$ cat config.mk
export PLATFORM = sky130hd
export DESIGN_NAME = tm1638_key_scan
export DESIGN_NICKNAME = d
export VERILOG_FILES = /design/src/rtl/tm1638_pkg.sv /design/src/rtl/tm1638_shift_io.sv /design/src/rtl/tm1638_key_scan.sv
export SDC_FILE = /design/constraint.sdc
export NUM_CORES = 1
export LEC_CHECK = 0
export ABC_CLOCK_PERIOD_IN_PS = 2740
export CORE_ASPECT_RATIO = 1.2
export CORE_MARGIN = 2
export CORE_UTILIZATION = 32
export CTS_CLUSTER_SIZE = 12
export DETAILED_ROUTE_END_ITERATION = 8
export GPL_TIMING_DRIVEN = 0
export SYNTH_ARGS = -nofsm -noshare
export SYNTH_HDL_FRONTEND = slang
export SYNTH_SLANG_ARGS = --single-unit
$ cat constraint.sdc
create_clock -name clk -period 2.74 [get_ports clk]
set_input_delay 0.822 -clock clk [delete_from_list [all_inputs] [get_ports clk]]
set_output_delay 0.822 -clock clk [all_outputs]
set_load 0.05 [all_outputs]
$ cat src/rtl/tm1638_pkg.sv
// Shared TM1638 definitions: command bytes, scan FSM encoding and the key-scan bit map.
// Used by both the key scanner and the display driver.
package tm1638_pkg;

    localparam logic [7:0] CMD_READ_KEY   = 8'h42;
    localparam logic [7:0] CMD_WRITE_AUTO = 8'h40;

    localparam int CMD_BITS  = 8;
    localparam int READ_BITS = 32;

    // Bit positions inside each scan byte that carry a key; the rest are other matrix rows.
    localparam int KEY_BIT_LO = 0;
    localparam int KEY_BIT_HI = 4;

    typedef enum logic [2:0] {
        ST_IDLE      = 3'd0,
        ST_STB_SETUP = 3'd1,
        ST_CMD       = 3'd2,
        ST_WAIT      = 3'd3,
        ST_READ      = 3'd4,
        ST_STB_END   = 3'd5,
        ST_DONE      = 3'd6
    } scan_state_t;

    function automatic logic [7:0] key_map(input logic [31:0] raw);
        logic [7:0] k;
        k = '0;
        for (int i = 0; i < 4; i++) begin
            k[i]     = raw[8*i + KEY_BIT_LO];
            k[i + 4] = raw[8*i + KEY_BIT_HI];
        end
        return k;
    endfunction

endpackage

$ cat src/rtl/tm1638_shift_io.sv
// Tick-driven two-phase serial bit engine for the TM1638 bus, LSB first.
// Phase 0 drives CLK low with the next tx bit; phase 1 raises CLK and captures DIO at its end.
module tm1638_shift_io (
    input  logic        clk,
    input  logic        rst,
    input  logic        i_tick,
    input  logic        i_start,
    input  logic        i_rx_mode,
    input  logic [4:0]  i_last_bit,
    input  logic [7:0]  i_tx_byte,
    input  logic        i_dio,
    output logic        o_sclk,
    output logic        o_dout,
    output logic        o_oe,
    output logic        o_done,
    output logic [31:0] o_rx_data
);

    logic        r_active;
    logic        r_phase;
    logic        r_rx;
    logic        r_sclk;
    logic        r_dout;
    logic        r_oe;
    logic [4:0]  r_cnt;
    logic [31:0] r_sreg;

    assign o_done    = r_active & r_phase & i_tick & (r_cnt == 5'd0);
    assign o_sclk    = r_sclk;
    assign o_dout    = r_dout;
    assign o_oe      = r_oe;
    assign o_rx_data = r_sreg;

    always_ff @(posedge clk) begin
        if (rst) begin
            r_active <= 1'b0;
            r_phase  <= 1'b0;
            r_rx     <= 1'b0;
            r_sclk   <= 1'b1;
            r_dout   <= 1'b1;
            r_oe     <= 1'b0;
            r_cnt    <= '0;
            r_sreg   <= '0;
        end else if (i_start) begin
            r_active <= 1'b1;
            r_phase  <= 1'b0;
            r_rx     <= i_rx_mode;
            r_sclk   <= 1'b0;
            r_cnt    <= i_last_bit;
            r_sreg   <= {24'd0, i_tx_byte};
            r_dout   <= i_rx_mode ? 1'b1 : i_tx_byte[0];
            r_oe     <= ~i_rx_mode;
        end else if (r_active && i_tick) begin
            if (!r_phase) begin
                r_phase <= 1'b1;
                r_sclk  <= 1'b1;
            end else begin
                r_phase <= 1'b0;
                r_sreg  <= {(r_rx ? i_dio : 1'b0), r_sreg[31:1]};
                if (r_cnt == 5'd0) begin
                    // Last bit: leave CLK high and release DIO so the device can turn the line.
                    r_active <= 1'b0;
                    r_oe     <= 1'b0;
                    r_dout   <= 1'b1;
                end else begin
                    r_cnt  <= r_cnt - 5'd1;
                    r_sclk <= 1'b0;
                    r_dout <= r_rx ? 1'b1 : r_sreg[1];
                end
            end
        end
    end

endmodule

$ cat src/rtl/tm1638_key_scan.sv
// TM1638 key scanner: issues READ-KEY, reads 4 bytes, maps them to 8 keys and debounces
// across consecutive scans, producing a stable bitmap plus one-cycle press edges.
module tm1638_key_scan
    import tm1638_pkg::*;
#(
    parameter int WAIT_TICKS   = 2,
    parameter int STABLE_SCANS = 2
) (
    input  logic       clk,
    input  logic       rst,
    input  logic       tick,
    input  logic       start,
    output logic       busy,
    output logic       tm_clk,
    output logic       tm_stb,
    output logic       dio_out,
    output logic       dio_oe,
    input  logic       dio_in,
    output logic [7:0] keys,
    output logic [7:0] key_press,
    output logic       scan_done
);

    localparam logic [3:0] STABLE_LIM = 4'(STABLE_SCANS);

    scan_state_t r_state;
    scan_state_t w_state_next;

    logic [7:0]  r_wait_cnt;
    logic        w_io_start;
    logic        w_io_rx;
    logic        w_io_done;
    logic [4:0]  w_io_last_bit;
    logic [31:0] w_rx_word;

    logic [7:0]  r_keys;
    logic [7:0]  r_key_press;
    logic [7:0]  r_last_raw;
    logic [3:0]  r_stable_cnt;
    logic [7:0]  w_raw_keys;
    logic [3:0]  w_cnt_next;
    logic        w_take;

    assign w_io_last_bit = w_io_rx ? 5'(READ_BITS - 1) : 5'(CMD_BITS - 1);

    tm1638_shift_io u_shift_io (
        .clk        (clk),
        .rst        (rst),
        .i_tick     (tick),
        .i_start    (w_io_start),
        .i_rx_mode  (w_io_rx),
        .i_last_bit (w_io_last_bit),
        .i_tx_byte  (CMD_READ_KEY),
        .i_dio      (dio_in),
        .o_sclk     (tm_clk),
        .o_dout     (dio_out),
        .o_oe       (dio_oe),
        .o_done     (w_io_done),
        .o_rx_data  (w_rx_word)
    );

    always_ff @(posedge clk) begin
        if (rst) begin
            r_state <= ST_IDLE;
        end else begin
            r_state <= w_state_next;
        end
    end

    always_comb begin
        w_state_next = r_state;
        w_io_start   = 1'b0;
        w_io_rx      = 1'b0;
        case (r_state)
            ST_IDLE:      if (start) w_state_next = ST_STB_SETUP;
            ST_STB_SETUP: if (tick) begin
                              w_state_next = ST_CMD;
                              w_io_start   = 1'b1;
                          end
            ST_CMD:       if (w_io_done) w_state_next = ST_WAIT;
            ST_WAIT:      if (tick && r_wait_cnt == 8'd0) begin
                              w_state_next = ST_READ;
                              w_io_start   = 1'b1;
                              w_io_rx      = 1'b1;
                          end
            ST_READ:      if (w_io_done) w_state_next = ST_STB_END;
            ST_STB_END:   if (tick) w_state_next = ST_DONE;
            ST_DONE:      w_state_next = ST_IDLE;
            default:      w_state_next = ST_IDLE;
        endcase
    end

    always_comb begin
        busy      = 1'b1;
        tm_stb    = 1'b0;
        scan_done = 1'b0;
        case (r_state)
            ST_IDLE:    begin busy = 1'b0; tm_stb = 1'b1; end
            ST_STB_END: tm_stb = 1'b1;
            ST_DONE:    begin tm_stb = 1'b1; scan_done = 1'b1; end
            default:    ;
        endcase
    end

    always_ff @(posedge clk) begin
        if (rst) begin
            r_wait_cnt <= '0;
        end else if (r_state == ST_CMD && w_io_done) begin
            r_wait_cnt <= 8'(WAIT_TICKS - 1);
        end else if (r_state == ST_WAIT && tick && r_wait_cnt != 8'd0) begin
            r_wait_cnt <= r_wait_cnt - 8'd1;
        end
    end

    // A scan only reaches the key outputs once STABLE_SCANS consecutive scans agree.
    assign w_raw_keys = key_map(w_rx_word);

    always_comb begin
        if (w_raw_keys == r_last_raw) begin
            w_cnt_next = (r_stable_cnt >= STABLE_LIM) ? STABLE_LIM : r_stable_cnt + 4'd1;
        end else begin
            w_cnt_next = 4'd1;
        end
        w_take = (w_cnt_next >= STABLE_LIM);
    end

    always_ff @(posedge clk) begin
        if (rst) begin
            r_keys       <= '0;
            r_key_press  <= '0;
            r_last_raw   <= '0;
            r_stable_cnt <= '0;
        end else begin
            r_key_press <= '0;
            if (r_state == ST_DONE) begin
                r_stable_cnt <= w_cnt_next;
                r_last_raw   <= w_raw_keys;
                if (w_take) begin
                    r_keys      <= w_raw_keys;
                    r_key_press <= w_raw_keys & ~r_keys;
                end
            end
        end
    end

    assign keys      = r_keys;
    assign key_press = r_key_press;

endmodule

======== Word-level counts from Yosys, hierarchy flattened ========
Index checks and enable logic that the tools add are counted.
word-level totals
  word-level logic and storage cells ...... 111
  register bits ........................... 82
operators by class
  equality and inequality tests ........... 15
  bitwise operators ....................... 8
  order comparisons ....................... 2
  multiplexer cells ....................... 43
  add/sub/neg operators ................... 3
  reduce and logical (&&, ||, !) cells .... 24
operators by type and width
  cell                                                 count
  2-to-1 mux 1 bit                                     25
  2-to-1 mux 5 bit                                     5
  2-to-1 mux 7 bit                                     3
  2-to-1 mux 3 bit                                     6
  case mux 3 bit (6 select lines)                      1
  inequality test 2 bit, second input constant         6
  equality test 3 bit, second input constant           3
  AND 8 bit                                            1
  equality test 8 bit                                  1
  >= comparator 4 x 2 -> 1 bit, second input constant  2
  zero test 8 bit                                      1
  2-to-1 mux 4 bit                                     2
  NOT 8 bit                                            1
  AND reduction 2 bit                                  4
  nonzero test 2 bit                                   4
  nonzero test 8 bit                                   1
  subtractor 8 x 1 -> 8 bit, second input constant     1
  equality test 3 x 2 -> 1 bit, second input constant  2
  AND reduction 3 bit                                  2
  AND reduction 6 bit                                  1
  OR reduction 3 bit                                   2
  logical AND 1 bit                                    5
  zero test 5 bit                                      1
  subtractor 5 x 1 -> 5 bit, second input constant     1
  other kinds (9)                                      14

======== Longest topological paths before layout ========
  depth in word-level cells ............... 6
  gate-level depth with buffers ........... 8
  depth with buffers taken out ............ 6

======== Cells and area by module ========
From an unflattened synthesis, not the netlist that was laid out.
unflattened totals
  cells, all modules ...................... 427
  area, all modules ....................... 3593.4 um^2
modules (own cells, without submodules)
  module           sequential area each (um^2)  instances  cells an instance  area an instance (um^2)
  tm1638_key_scan  780.7                        1          213                1870.5
  tm1638_shift_io  860.8                        1          214                1722.9

======== Worst setup path before layout ========
Ideal clock, no wire load.
  kind .................................... register to output
  start ................................... register r_state[1]
  end ..................................... output tm_stb
  arrival ................................. 1888 ps
  stages on the path, launching flop included .. 4
  data required time ...................... 1918 ps
  setup slack ............................. 30 ps
  cell sequence ........................... dfxtp_1 -> clkbuf_1 -> xnor2_1 -> o21ai_0
on the way
  longest elaborated chain between the ends .. 3
RTL lines
  item                                                    line                   source
  from (decl)                                             tm1638_key_scan.sv:26  scan_state_t r_state;
  from (signal assigned)                                  tm1638_key_scan.sv:66  r_state <= w_state_next;
  equality test 3 bit or zero test 3 bit (tied branches)  tm1638_key_scan.sv:97  case (r_state)
  OR reduction 3 bit (no line) (*)                        n/a
  2-to-1 mux 1 bit (*)                                    tm1638_key_scan.sv:97
  to (decl)                                               tm1638_key_scan.sv:15  output logic tm_stb,
Every way passes the cells marked *; elsewhere a longest branch is shown, timed or not.

======== Worst setup path after layout ========
Ends and elaborated chain as after synthesis.

==> impl_metrics.ini <==
[grt]
grt_pass1_vias = 2764
antenna_found_initial = 0
grt_max_degree = 16
grt_usage_pct = 13.82
overflow = 0
grt_pass1_wl_mm = 13.23

[synth]
synth_edf_count = 0
yosys_warnings = 0
netlist_area_um2 = 3535
synth_common_cells = nand2_1 (91), dfxtp_1 (82), a21oi_1 (58), nor2_1 (22), clkbuf_1 (13)
ys_top_cells_by_area = dfxtp_1 (46%), nand2_1 (9.7%), a21oi_1 (8.2%)
synth_most_common_cell = nand2_1
syn_nets = 421
synthCells = 410
ys_ff_latch = 82
synth_top_cell_by_area = dfxtp_1
async_flop_share_pct = 0
ys_seq_area_share_pct = 46.44
yosysTopAreaCellShare_pct = 46.44
synth.avg_cell_area_um2 = 8.621
synth-main-ff-cell = dfxtp_1
synthDistinctLibCells = 54

[clock_tree]
cts_buffers = 9
ctsHtreeMaxLevel = 3
hold_buffers = 0
cts_max_path_buffers = 2
cts_root_buffer = clkbuf_16
clock-sinks = 82
postCtsSetupRepairBufs = 0
cts_tree = yes
clk_pin_slew_ns = 0.07
insertion_delay_ns = 0.33
cts-resized-gates = 9

[floorplan]
ios = 27
core_um2 = 10880
die_height_um = 119.1
die_w_um = 99.94
rows = 42
initial_core_util_pct = 32.49
die_area_um2 = 11910

[route]
dr_total_vias = 2975
vias_per_cell = 5.094
drt_iter0_markers = 91
wl_per_cell_um = 13.68
ant_nets = 0
drt_wl_total_mm = 7.988
dr.pass1.iters = 4
drc = 0

[timing]
rsz0062_at_grt = false
setup-tns-final_ns = 0
finalSetupViolCount = 0
layout_setup_ws_ns = 0.1666
min_period_ns = 2.573
max_freq_mhz = 388.6
final_max_slew_viol_count = 0
timing.final.hold_violations = 0
timing.final.crit_share_pct = 93.92
tightest_slew_ns = 0.7593
clock_skew_ns = 0.008556
relSlewSlack_pct = 49.27

[finish]
layout.nets = 458
area_growth_pct = 20.14
layout-drive-gt1-share_pct = 9.735
diodes = 0
final_util_pct = 39.04

[power_and_ir_drop]
vdd_drop_max_mv = 0.2565
combinationalPowerShare_pct = 13.0
power.internal_mw = 2.008
power_frac_clock_pct = 41.6
power_frac_seq_pct = 45.4
switching_power_mw = 0.7566
static-leakage-power_nw = 1.498
p_sw_share_pct = 27.37
p_per_area_nw_per_um2 = 650.9

[worst_setup_path]
slowest_delay_ns = 0.40
cp.arrival_ns = 1.75
crit_fanout = 10
path_class = reg2out
crit_chain = clkbuf_2 > or3_1 > o21ai_0 > clkdlybuf4s15_2
startpoint_type = flop
crit_family = buffers and inverters
critPathBufInv = 2
slowest_stage = clkdlybuf4s15_2
cp.required_ns = 1.92
cp-end-kind = primary output

[place]
pre_cts_ws_ns = -0.1930
hpwl_mm = 5.635
routabilityCongestion = 0.7994
place.port_buffers = 26

[status]
status = finished clean

[flow_run]
maxCapViolations = 0

[min_path]
hold_path.class = reg2reg
==> per-layer routing <==
metal / routed length (um) / vias up / GRT usage, %
met5: 0 / - / 0
met4: 196 / 0 / 6.592
met3: 255 / 16 / 2.700
met2: 3770 / 59 / 22.64
met1: 3766 / 1392 / 17.33
li1: - / 1508 / -
==> path summary, 6_finish.rpt <==
kind | start | endpoint | slack, ns | cells after the start
setup / recovery | r_state[1] | tm_stb | 0.17 | 4
hold / removal | keys[3] | key_press[3] | 0.44 | 1
setup reg to reg | r_wait_cnt[0] | r_state[0] | 0.64 | 6
hold reg to reg | keys[3] | key_press[3] | 0.44 | 1
==> power by group through the flow <==
stage	registers, mW	clock network, mW	logic (mW)
2_1_floorplan	1.30	0	0.241
3_3_place_gp	1.28	0	0.358
3_5_place_dp	1.28	0	0.364
4_1_cts	1.26	1.18	0.360
5_1_grt	1.26	1.23	0.393
6_report	1.26	1.15	0.358
==> registers in the layout, summed over array words and instances, names as in the netlist <==
signal                cells
r_wait_cnt                8
u_shift_io.r_active       1
u_shift_io.o_rx_data     32
keys                      8
u_shift_io.r_cnt          5
r_state                   3
key_press                 8
u_shift_io.r_rx           1
u_shift_io.o_oe           1
u_shift_io.o_sclk         1
u_shift_io.r_phase        1
r_last_raw                8
r_stable_cnt              4
u_shift_io.o_dout         1
==> worst reg2reg max path, delay by kind of cell, from the launching register on <==
kind / cells / cell delay [ns]
AO/OA/AOI/OAI: 2 / 0.54
buffers and inverters: 1 / 0.08
adder cells (fa/ha/maj): 1 / 0.17
flip-flops: 1 / 0.33
AND/OR/NAND/NOR: 2 / 0.85
==> layout make-up <==
type                            instances  area [um^2]
Tap cell                              132        165.2
Inverter                                8        30.03
Clock buffer                           10        239.0
Multi-Input combinational cell        294         1722
Sequential cell                        82         1642
Timing Repair Buffer                   26        256.5
Clock inverter                          6        48.80
Buffer                                 26        143.9
Fill cell                            1090         6631
==> kinds of logic (layout without fill, tap and decap cells) <==
group                    count (synthesis)  after routing  synth area share (%)
AND/OR/NAND/NOR                        176            176                 25.38
AO/OA/AOI/OAI                           92             92                 16.14
flip-flops                              82             82                 46.44
buffers and inverters                   34             76                 4.850
XOR/XNOR                                17             17                 4.212
adder cells (fa/ha/maj)                  6              6                 2.124
multiplexers                             3              3                0.8496
==> per-stage QoR <==
step	cell area [um^2]	total power, mW	hold WS, ns	instances
global placement	3960	1.639	0.4364	568
CTS	4250	2.797	0.4442	584
floorplan	3535	1.543	0.4282	410
detailed placement	3960	1.646	0.4416	568
global route	4247	2.880	0.4641	584
finish	4247	2.764	0.4426	584
==> layout by cell type, fill, tap and decap left out, types with 9 or more instances in the layout <==
cell and instances:
clkbuf_1 11, nand2_1 91, clkbuf_16 9, a21oi_1 58
dfxtp_1 82, nor4b_1 9, xnor2_1 10, clkdlybuf4s50_1 23
buf_2 9, nand4_1 12, nor2_1 22
No activity file was read; power rests on OpenSTA's default activity.
